===== src/rtl/conv_pkg.sv =====
// Shared constants and FSM state type for the 5x5 convolution MAC datapath.
//   TAPS    : taps per window (5x5)
//   W_FRAC  : fractional bits of the fixed-point weight (Q1.W_FRAC)
//   WQ_W    : fixed-point weight width including sign
//   PIX_W   : unsigned pixel width
//   PROD_W  : signed pixel*weight product width
//   ACC_W   : signed accumulator / result width
package conv_pkg;

   localparam int TAPS   = 25;
   localparam int W_FRAC = 14;
   localparam int WQ_W   = W_FRAC + 3;
   localparam int PIX_W  = 8;
   localparam int PROD_W = PIX_W + WQ_W;
   localparam int ACC_W  = 32;
   localparam int IDX_W  = 5;

   typedef enum logic [1:0] {
      IDLE  = 2'd0,
      RUN   = 2'd1,
      DRAIN = 2'd2,
      DONE  = 2'd3
   } state_e;

endpackage


===== src/rtl/fp16_to_qfix.sv =====
// Combinational FP16 -> signed fixed-point weight converter.
//   fp16 : IEEE half-precision weight
//   qfix : signed Q1.W_FRAC weight (WQ_W bits); denormals flush to zero,
//          inf/NaN and out-of-range exponents saturate to +/-32767.
module fp16_to_qfix
   import conv_pkg::*;
(
   input  logic [15:0]            fp16,
   output logic signed [WQ_W-1:0] qfix
);

   logic       sgn;
   logic [4:0] expo;
   logic [15:0] mant_ext;
   logic [15:0] mag;

   assign sgn      = fp16[15];
   assign expo     = fp16[14:10];
   assign mant_ext = {5'd0, 1'b1, fp16[9:0]};

   // Exponent 15 is unity (bias 15); the implicit-one mantissa sits at 2^10,
   // so exponent 11 leaves the mantissa aligned to the 2^-14 output grid.
   always_comb begin
      mag = 16'd0;
      if (expo == 5'd0) begin
         mag = 16'd0;
      end else if (expo >= 5'd16) begin
         mag = 16'd32767;
      end else if (expo >= 5'd11) begin
         mag = mant_ext << (expo - 5'd11);
      end else begin
         mag = mant_ext >> (5'd11 - expo);
      end
   end

   always_comb begin
      if (sgn) begin
         qfix = -$signed({1'b0, mag});
      end else begin
         qfix = $signed({1'b0, mag});
      end
   end

endmodule


===== src/rtl/conv5x5_mac_seq.sv =====
// 5x5 window multiply-accumulate sequencer.
// Walks the weight-table index over 0..TAPS-1, pairs each FP16 weight with one
// streamed pixel, converts the weight to fixed point and accumulates the
// products through a three-stage pipeline. One dot product per window is
// presented on a valid/ready output.
//   clk, rst_n           : clock, asynchronous active-low reset
//   start                : begin a window (honoured only in IDLE)
//   pix_valid/ready/data : pixel stream, row-major, accepted on valid & ready
//   tbl_indx, tbl_tv     : weight-table index out, FP16 weight back (combinational table)
//   out_valid/ready/data : signed dot product, scale 2^-W_FRAC
//   busy                 : window in progress (state != IDLE)
//
// state | meaning
// IDLE  | waiting for start
// RUN   | accepting pixels, one tap per accept
// DRAIN | last tap accepted, waiting for the pipeline to empty
// DONE  | result held on out_data until the consumer takes it
module conv5x5_mac_seq
   import conv_pkg::*;
(
   input  logic                    clk,
   input  logic                    rst_n,
   input  logic                    start,
   input  logic                    pix_valid,
   input  logic [PIX_W-1:0]        pix_data,
   output logic                    pix_ready,
   output logic [IDX_W-1:0]        tbl_indx,
   input  logic [15:0]             tbl_tv,
   output logic                    out_valid,
   output logic signed [ACC_W-1:0] out_data,
   input  logic                    out_ready,
   output logic                    busy
);

   state_e                  state;
   logic [IDX_W-1:0]        count;
   logic                    accept;
   logic                    last_tap;
   logic signed [WQ_W-1:0]  w_fix;

   logic                    s1_v;
   logic [PIX_W-1:0]        s1_pix;
   logic signed [WQ_W-1:0]  s1_w;
   logic                    s2_v;
   logic signed [PROD_W-1:0] s2_prod;
   logic signed [ACC_W-1:0] acc;

   logic signed [PROD_W-1:0] pix_ext;
   logic signed [PROD_W-1:0] w_ext;
   logic signed [PROD_W-1:0] product;

   fp16_to_qfix u_cvt (
      .fp16 (tbl_tv),
      .qfix (w_fix)
   );

   assign pix_ready = (state == RUN);
   assign accept    = pix_valid & pix_ready;
   assign last_tap  = accept && (count == IDX_W'(TAPS - 1));
   assign tbl_indx  = count;
   assign out_valid = (state == DONE);
   assign busy      = (state != IDLE);
   assign out_data  = acc;

   // Both operands are widened to the product width; the true product always
   // fits in PROD_W bits so the truncating multiply is exact.
   assign pix_ext = $signed({{(PROD_W-PIX_W){1'b0}}, s1_pix});
   assign w_ext   = {{(PROD_W-WQ_W){s1_w[WQ_W-1]}}, s1_w};
   assign product = pix_ext * w_ext;

   always_ff @(posedge clk or negedge rst_n) begin
      if (!rst_n) begin
         state <= IDLE;
         count <= '0;
      end else begin
         case (state)
            IDLE: begin
               if (start) begin
                  state <= RUN;
                  count <= '0;
               end
            end
            RUN: begin
               if (last_tap) begin
                  state <= DRAIN;
                  count <= '0;
               end else if (accept) begin
                  count <= count + IDX_W'(1);
               end
            end
            // S2 always retires on the edge after S1 empties, so the
            // pipeline is empty once S1 holds nothing.
            DRAIN: begin
               if (!s1_v) begin
                  state <= DONE;
               end
            end
            DONE: begin
               if (out_ready) begin
                  state <= IDLE;
               end
            end
            default: state <= IDLE;
         endcase
      end
   end

   always_ff @(posedge clk or negedge rst_n) begin
      if (!rst_n) begin
         s1_v    <= 1'b0;
         s1_pix  <= '0;
         s1_w    <= '0;
         s2_v    <= 1'b0;
         s2_prod <= '0;
         acc     <= '0;
      end else begin
         s1_v <= accept;
         if (accept) begin
            s1_pix <= pix_data;
            s1_w   <= w_fix;
         end
         s2_v <= s1_v;
         if (s1_v) begin
            s2_prod <= product;
         end
         if ((state == IDLE) && start) begin
            acc <= '0;
         end else if (s2_v) begin
            acc <= acc + {{(ACC_W-PROD_W){s2_prod[PROD_W-1]}}, s2_prod};
         end
      end
   end

endmodule

===== config.mk =====
export PLATFORM = sky130hd
export DESIGN_NAME = conv5x5_mac_seq
export DESIGN_NICKNAME = d
export VERILOG_FILES = /design/src/rtl/conv_pkg.sv /design/src/rtl/fp16_to_qfix.sv /design/src/rtl/conv5x5_mac_seq.sv
export SDC_FILE = /design/constraint.sdc
export NUM_CORES = 1
export LEC_CHECK = 0
export BUFFER_PORTS_ARGS = -buffer_cell sky130_fd_sc_hd__clkbuf_2
export CAP_MARGIN = 20
export CORE_MARGIN = 2
export CORE_UTILIZATION = 34
export CTS_BUF_LIST = sky130_fd_sc_hd__clkbuf_2
export CTS_CLUSTER_DIAMETER = 40
export DETAILED_ROUTE_END_ITERATION = 12
export GPL_TIMING_DRIVEN = 1
export PLACE_DENSITY = 0.47
export SYNTH_ARGS = -nofsm -noshare
export SYNTH_HDL_FRONTEND = slang
export SYNTH_SLANG_ARGS = --single-unit

===== constraint.sdc =====
create_clock -name clk -period 17.01 [get_ports clk]
set_clock_uncertainty 0.2 [all_clocks]
set_input_delay 3.402 -clock clk [delete_from_list [all_inputs] [get_ports clk]]
set_output_delay 3.402 -clock clk [all_outputs]
set_load 0.05 [all_outputs]

## After elaboration in Yosys (flattened, before gate mapping)

Cells that the tools add are included.

| storage, ports and cells | value |
|---|---|
| flip-flop bits (word level) | 91 |
| logic and storage cells | 52 |
| input bits | 29 |
| output and inout port bits | 40 |

| operators by class | value |
|---|---|
| equal/unequal tests | 9 |
| muxes and demuxes | 15 |
| $lt $le $gt $ge | 2 |
| shift-type cells | 2 |
| multipliers | 1 |
| reduce and logical (&&, ||, !) cells | 9 |
| bitwise logic cells | 1 |
| $add $sub $neg | 5 |

Operator list:

| kind | number |
|---|---|
| $mux 32 | 2 |
| $mux 16 | 3 |
| $add 32x32->32 | 1 |
| $mul 9x17->25 | 1 |
| $mux 17 | 1 |
| $neg 16->17 | 1 |
| $shl 11x5->16 | 1 |
| $shr 11x5->16 | 1 |
| $mux 5 | 3 |
| $pmux 5 s2 | 1 |
| $mux 2 | 4 |
| $pmux 2 s4 | 1 |
| $reduce_bool 2->1 | 3 |
| $add 5x1->5 const B | 1 |
| $eq 5x5->1 const B | 1 |
| $ge 5x4->1 const B | 1 |
| $ge 5x5->1 const B | 1 |
| $logic_not 5->1 | 1 |
| $sub 4x5->5 const A | 1 |
| $sub 5x4->5 const B | 1 |
| $eq 2x2->1 const B | 2 |
| $ne 2x1->1 const B | 2 |
| $ne 2x2->1 const B | 2 |
| $reduce_and 4->1 | 1 |
| other kinds (6) | 7 |

## Depth between registers and ports, before layout

| logic depth | value |
|---|---|
| word-level depth | 7 |
| mapped depth | 21 |
| depth with buffers taken out | 19 |

## Hierarchy

From an unflattened synthesis, not the netlist that was laid out.

| second synthesis, totals | value |
|---|---|
| cells, all modules | 1,345 |
| area, all modules | 12,187.9 µm² |

By module, submodules not included:

| module | area each (µm²) | cells each | times used | seq. area each (µm²) |
|---|---|---|---|---|
| conv5x5_mac_seq | 10,019.6 | 1,071 | 1 | 2,277.2 |
| fp16_to_qfix | 2,168.3 | 274 | 1 | 0.0 |

## Worst setup path after synthesis

Ideal clock, no wire load.

| timing | value |
|---|---|
| path kind | input-to-reg |
| start | input port tbl_tv[11] |
| end | register s1_w[15] |
| required time | 16.687 ns |
| setup time | 0.123 ns |
| buffers on the path | 3 |
| arrival time | 6.238 ns |
| path slack | 10.449 ns |
| stages | 14 |
| cell sequence | buf_2 buf_1 inv_1 ha_1 clkbuf_1 inv_2 mux2i_1 mux2_2 a221o_1 nor3_4 nand4_1 o31ai_2 xnor2_1 o21ai_1 |

| between the ends | value |
|---|---|
| word-level cells in the longest chain between the ends | 7 |
| elaborated cells on any way between the ends | 12 |
| those cells by class | add/sub: 3; order compare: 2; shift: 2; mux: 4; reduce/logical: 1 |

RTL lines:

| what | line | source |
|---|---|---|
| start: declaration | conv5x5_mac_seq.sv:28 | `input logic [15:0] tbl_tv,` |
| $sub 4x5->5 or $sub 5x4->5 (tied branches) | fp16_to_qfix.sv:32, fp16_to_qfix.sv:30 |  |
| $shr 11x5->16 or $shl 11x5->16 (tied branches) | fp16_to_qfix.sv:32, fp16_to_qfix.sv:30 |  |
| $mux 16 | fp16_to_qfix.sv:29 | `end else if (expo >= 5'd11) begin` |
| $mux 16 | fp16_to_qfix.sv:27 | `end else if (expo >= 5'd16) begin` |
| $mux 16 * | fp16_to_qfix.sv:25 | `if (expo == 5'd0) begin` |
| $neg 16->17 | fp16_to_qfix.sv:38 | `qfix = -$signed({1'b0, mag});` |
| $mux 17 * | fp16_to_qfix.sv:37 | `if (sgn) begin` |
| end signal: assignment | conv5x5_mac_seq.sv:120 | `s1_w <= w_fix;` |
| end: declaration | conv5x5_mac_seq.sv:43 | `logic signed [WQ_W-1:0] s1_w;` |

Mark *: on every way between the ends. The rest lies on a longest branch, timed or not.
A chain may end at the register's enable or synchronous reset.

## Final worst setup path

| timing | value |
|---|---|
| start | input port tbl_tv[10] |
| end | register s1_w[14] |

The elaborated chain is that of the path after synthesis.

==> impl_metrics.json <==
{
  "avgSynthCellArea_um2": 8.870,
  "path_clk_slew_ns": 0.31,
  "max_freq_mhz": 148.2,
  "hold_path_class": "reg -> reg",
  "grt_pass1_wl_mm": 46.54,
  "reg2reg_slack_ns": 11.10,
  "crit_cells": 12,
  "grt_usage_pct": 16.17,
  "r2r-start": "s1_pix[2]$_DFFE_PN0P_",
  "post-cts-setup-buffers": 0,
  "routedWlPerCell_um": 15.38,
  "period_share_pct": 39.68,
  "cp_data_arrival_time_ns": 7.09,
  "dieArea_um2": 35270,
  "die_y_um": 187.8,
  "worstPathMaxFanout": 32,
  "finalHoldViolCount": 0,
  "yosys_register_bits": 91,
  "synthArstFlopShare_pct": 100.0,
  "ios": 69,
  "ys_types": 71,
  "cp_cell_sequence": "clkbuf_2 > ha_1 > ha_1 > mux4_2 > a2bb2oi_1 > o311a_1 > o211ai_1 > nor3_4 > nand4b_1 > nor2_1 > mux2i_1 > o21ai_1",
  "cts-buffers-inserted": 9,
  "post_dp_cell_area_um2": 12190,
  "post_cts_resize_count": 0,
  "cp-end-kind": "flop",
  "synthesis.nets": 1527,
  "path_buf_inv": 1,
  "max_slew_margin_pct": 36.17,
  "yosysWarningCount": 0,
  "clkSinkCount": 91,
  "nets": 1559,
  "slowest_delay_ns": 0.74,
  "synth_cells": 1295,
  "port-buffer-count": 68,
  "drv_cap": 0,
  "crit_start": "tbl_tv[10]",
  "path_class": "in -> reg",
  "chipWidth_um": 187.8,
  "status": "completed",
  "drive_above_1_share_pct": 10.89,
  "start_util_pct": 34.43,
  "finalInstanceArea_um2": 12330,
  "drt-vias-per-instance": 4.923,
  "antenna_found_initial": 1,
  "clk_latency_ns": 0.71,
  "totalWireLength_mm": 27.39,
  "postRouteAntennaNets": 0,
  "grt_overflow": 0,
  "min_path_cells": 1,
  "ys_seq_area_share_pct": 19.82,
  "htree_num_levels": 3,
  "critPathTopFamily": "adder cells",
  "ctsHoldBuffers": 0,
  "tritoncts": "yes",
  "fill_cells": 3545,
  "remaining_drc_errors": 0,
  "synthToLayoutAreaGrowth_pct": 7.298,
  "fin_cells": 1781,
  "syn_area_um2": 11490,
  "dpl.cell_count": 1764,
  "first_global_vias": 8781,
  "cts_buffer_depth": 2,
  "reg2regPathDepth": 18,
  "finalMaxSlewViolations": 0,
  "vias": 8767,
  "worstHoldStart": "s2_prod[3]$_DFFE_PN0P_",
  "min_period_ns": 6.750,
  "core_um2": 33360,
  "first_pass_iters": 6,
  "final-setup-viol-count": 0,
  "core.rowCount": 67,
  "synth_edf_count": 0,
  "worst_pin_slew_ns": 0.9574,
  "whs_ns": 0.3582,
  "drt_iter0_markers": 527,
  "rr_endpoint": "s2_prod[24]$_DFFE_PN0P_",
  "rsz0062_at_grt": "false",
  "slowest_stage": "ha_1",
  "cp.required_ns": 17.35,
  "crit_path_start_kind": "input port",
  "tns_ns": 0,
  "gp_congestion": 0.8559,
  "synth_ff_type": "dfrtp_1",
  "cts_root_buffer": "clkbuf_2",
  "dp_hpwl_mm": 22.22,
  "worstSetupEndpoint": "s1_w[14]$_DFFE_PN0P_",
  "cp_common_cell": "ha_1",
  "grt_max_degree": 57
}
## flip-flops by register name, indices dropped and copies added (netlist names)
signal,count
s2_v,1
state,2
tbl_indx,5
s1_w,17
s1_pix,8
s1_v,1
out_data,32
s2_prod,25
## per-stage QoR
| stage | worst slack [ns] | util (%) |
|---|---|---|
| after floorplan | 10.45 | - |
| after detailed placement | 9.583 | 36.53 |
| after CTS | 10.32 | 36.93 |
| final | 10.26 | 36.94 |
| after global placement | 9.648 | 36.53 |
| after global routing | 9.976 | 36.94 |
## area by class of cell
class	instances	area [µm²]	share of cell area [%]
diodes	1	2.502	0.02030
clock buffers	9	45.04	0.3654
clock inverters	7	90.09	0.7309
inverters	189	709.4	5.756
multi-input cells	962	8252	66.95
flip-flops and latches	91	2278	18.49
well taps	448	560.5	4.548
repair buffers	74	387.9	3.147
## per-layer routing
layer / vias to the layer above / track usage [%] / part of all wire [%]
met4: 0 / 2.695 / 0.90
met2: 136 / 25.41 / 44
li1: 4389 / - / -
met5: - / 0 / 0
met1: 4230 / 23.93 / 51
met3: 12 / 2.246 / 3.2
## placed cells by master (no fill, tap or decap), types with 37 or more instances in the layout
cell,n
a21oi_1,60
and2_1,71
clkbuf_2,76
dfrtp_1,90
fa_1,107
ha_1,96
inv_1,186
mux2i_1,37
nand2_1,149
nor2_1,61
o21ai_0,57
## worst register-to-register path, delay by kind of cell, from the launching register on
family / cells / cell delay, ns
adder cells (fa/ha/maj): 5 / 2.47
AO/OA/AOI/OAI: 5 / 1.31
flip-flops: 1 / 0.87
AND/OR/NAND/NOR: 3 / 0.48
multiplexers: 1 / 0.26
buffers and inverters: 3 / 0.15
XOR/XNOR: 1 / 0.13
## cells in the mapped netlist (all sizes together), types with 12 or more instances
master    n  share of area [%]
inv     189                6.2
fa      107                 19
xnor2    36                2.8
nand2   149                4.9
ha       96                 10
xor2     25                1.9
dfrtp    91                 20
nand2b   14               0.76
o21ai    69                3.0
a21o     25                1.6
and2     71                3.9
a21oi    61                2.7
nor2     61                2.0
nor3     15               0.75
a211oi   12               0.78
clkbuf   40                1.3
mux2i    37                3.2
mux2     32                3.1
nand3    27                1.2
## cells by family (layout without fill, tap and decap cells)
group	count (synthesis)	in the layout	share of synthesized area, %
XOR/XNOR	61	61	4.716
other	0	1	0
AND/OR/NAND/NOR	378	378	15.85
multiplexers	80	80	8.583
adder cells (fa/ha/maj)	203	203	29.10
flip-flops	91	91	19.82
buffers and inverters	242	279	8.343
AO/OA/AOI/OAI	240	240	13.58
## how the worst min path moves through the flow
stage | to | slack [ns]
floorplan | s2_v$_DFF_PN0_ | 0.19
global placement | s2_prod[15]$_DFFE_PN0P_ | 0.29
detailed placement | s2_prod[15]$_DFFE_PN0P_ | 0.31
CTS | s2_prod[0]$_DFFE_PN0P_ | 0.36
global route | s2_prod[20]$_DFFE_PN0P_ | 0.38
finish | s2_prod[3]$_DFFE_PN0P_ | 0.36
Power is not shown: default switching activity piles up to over one toggle a cycle in this logic, so the estimate is an artifact.
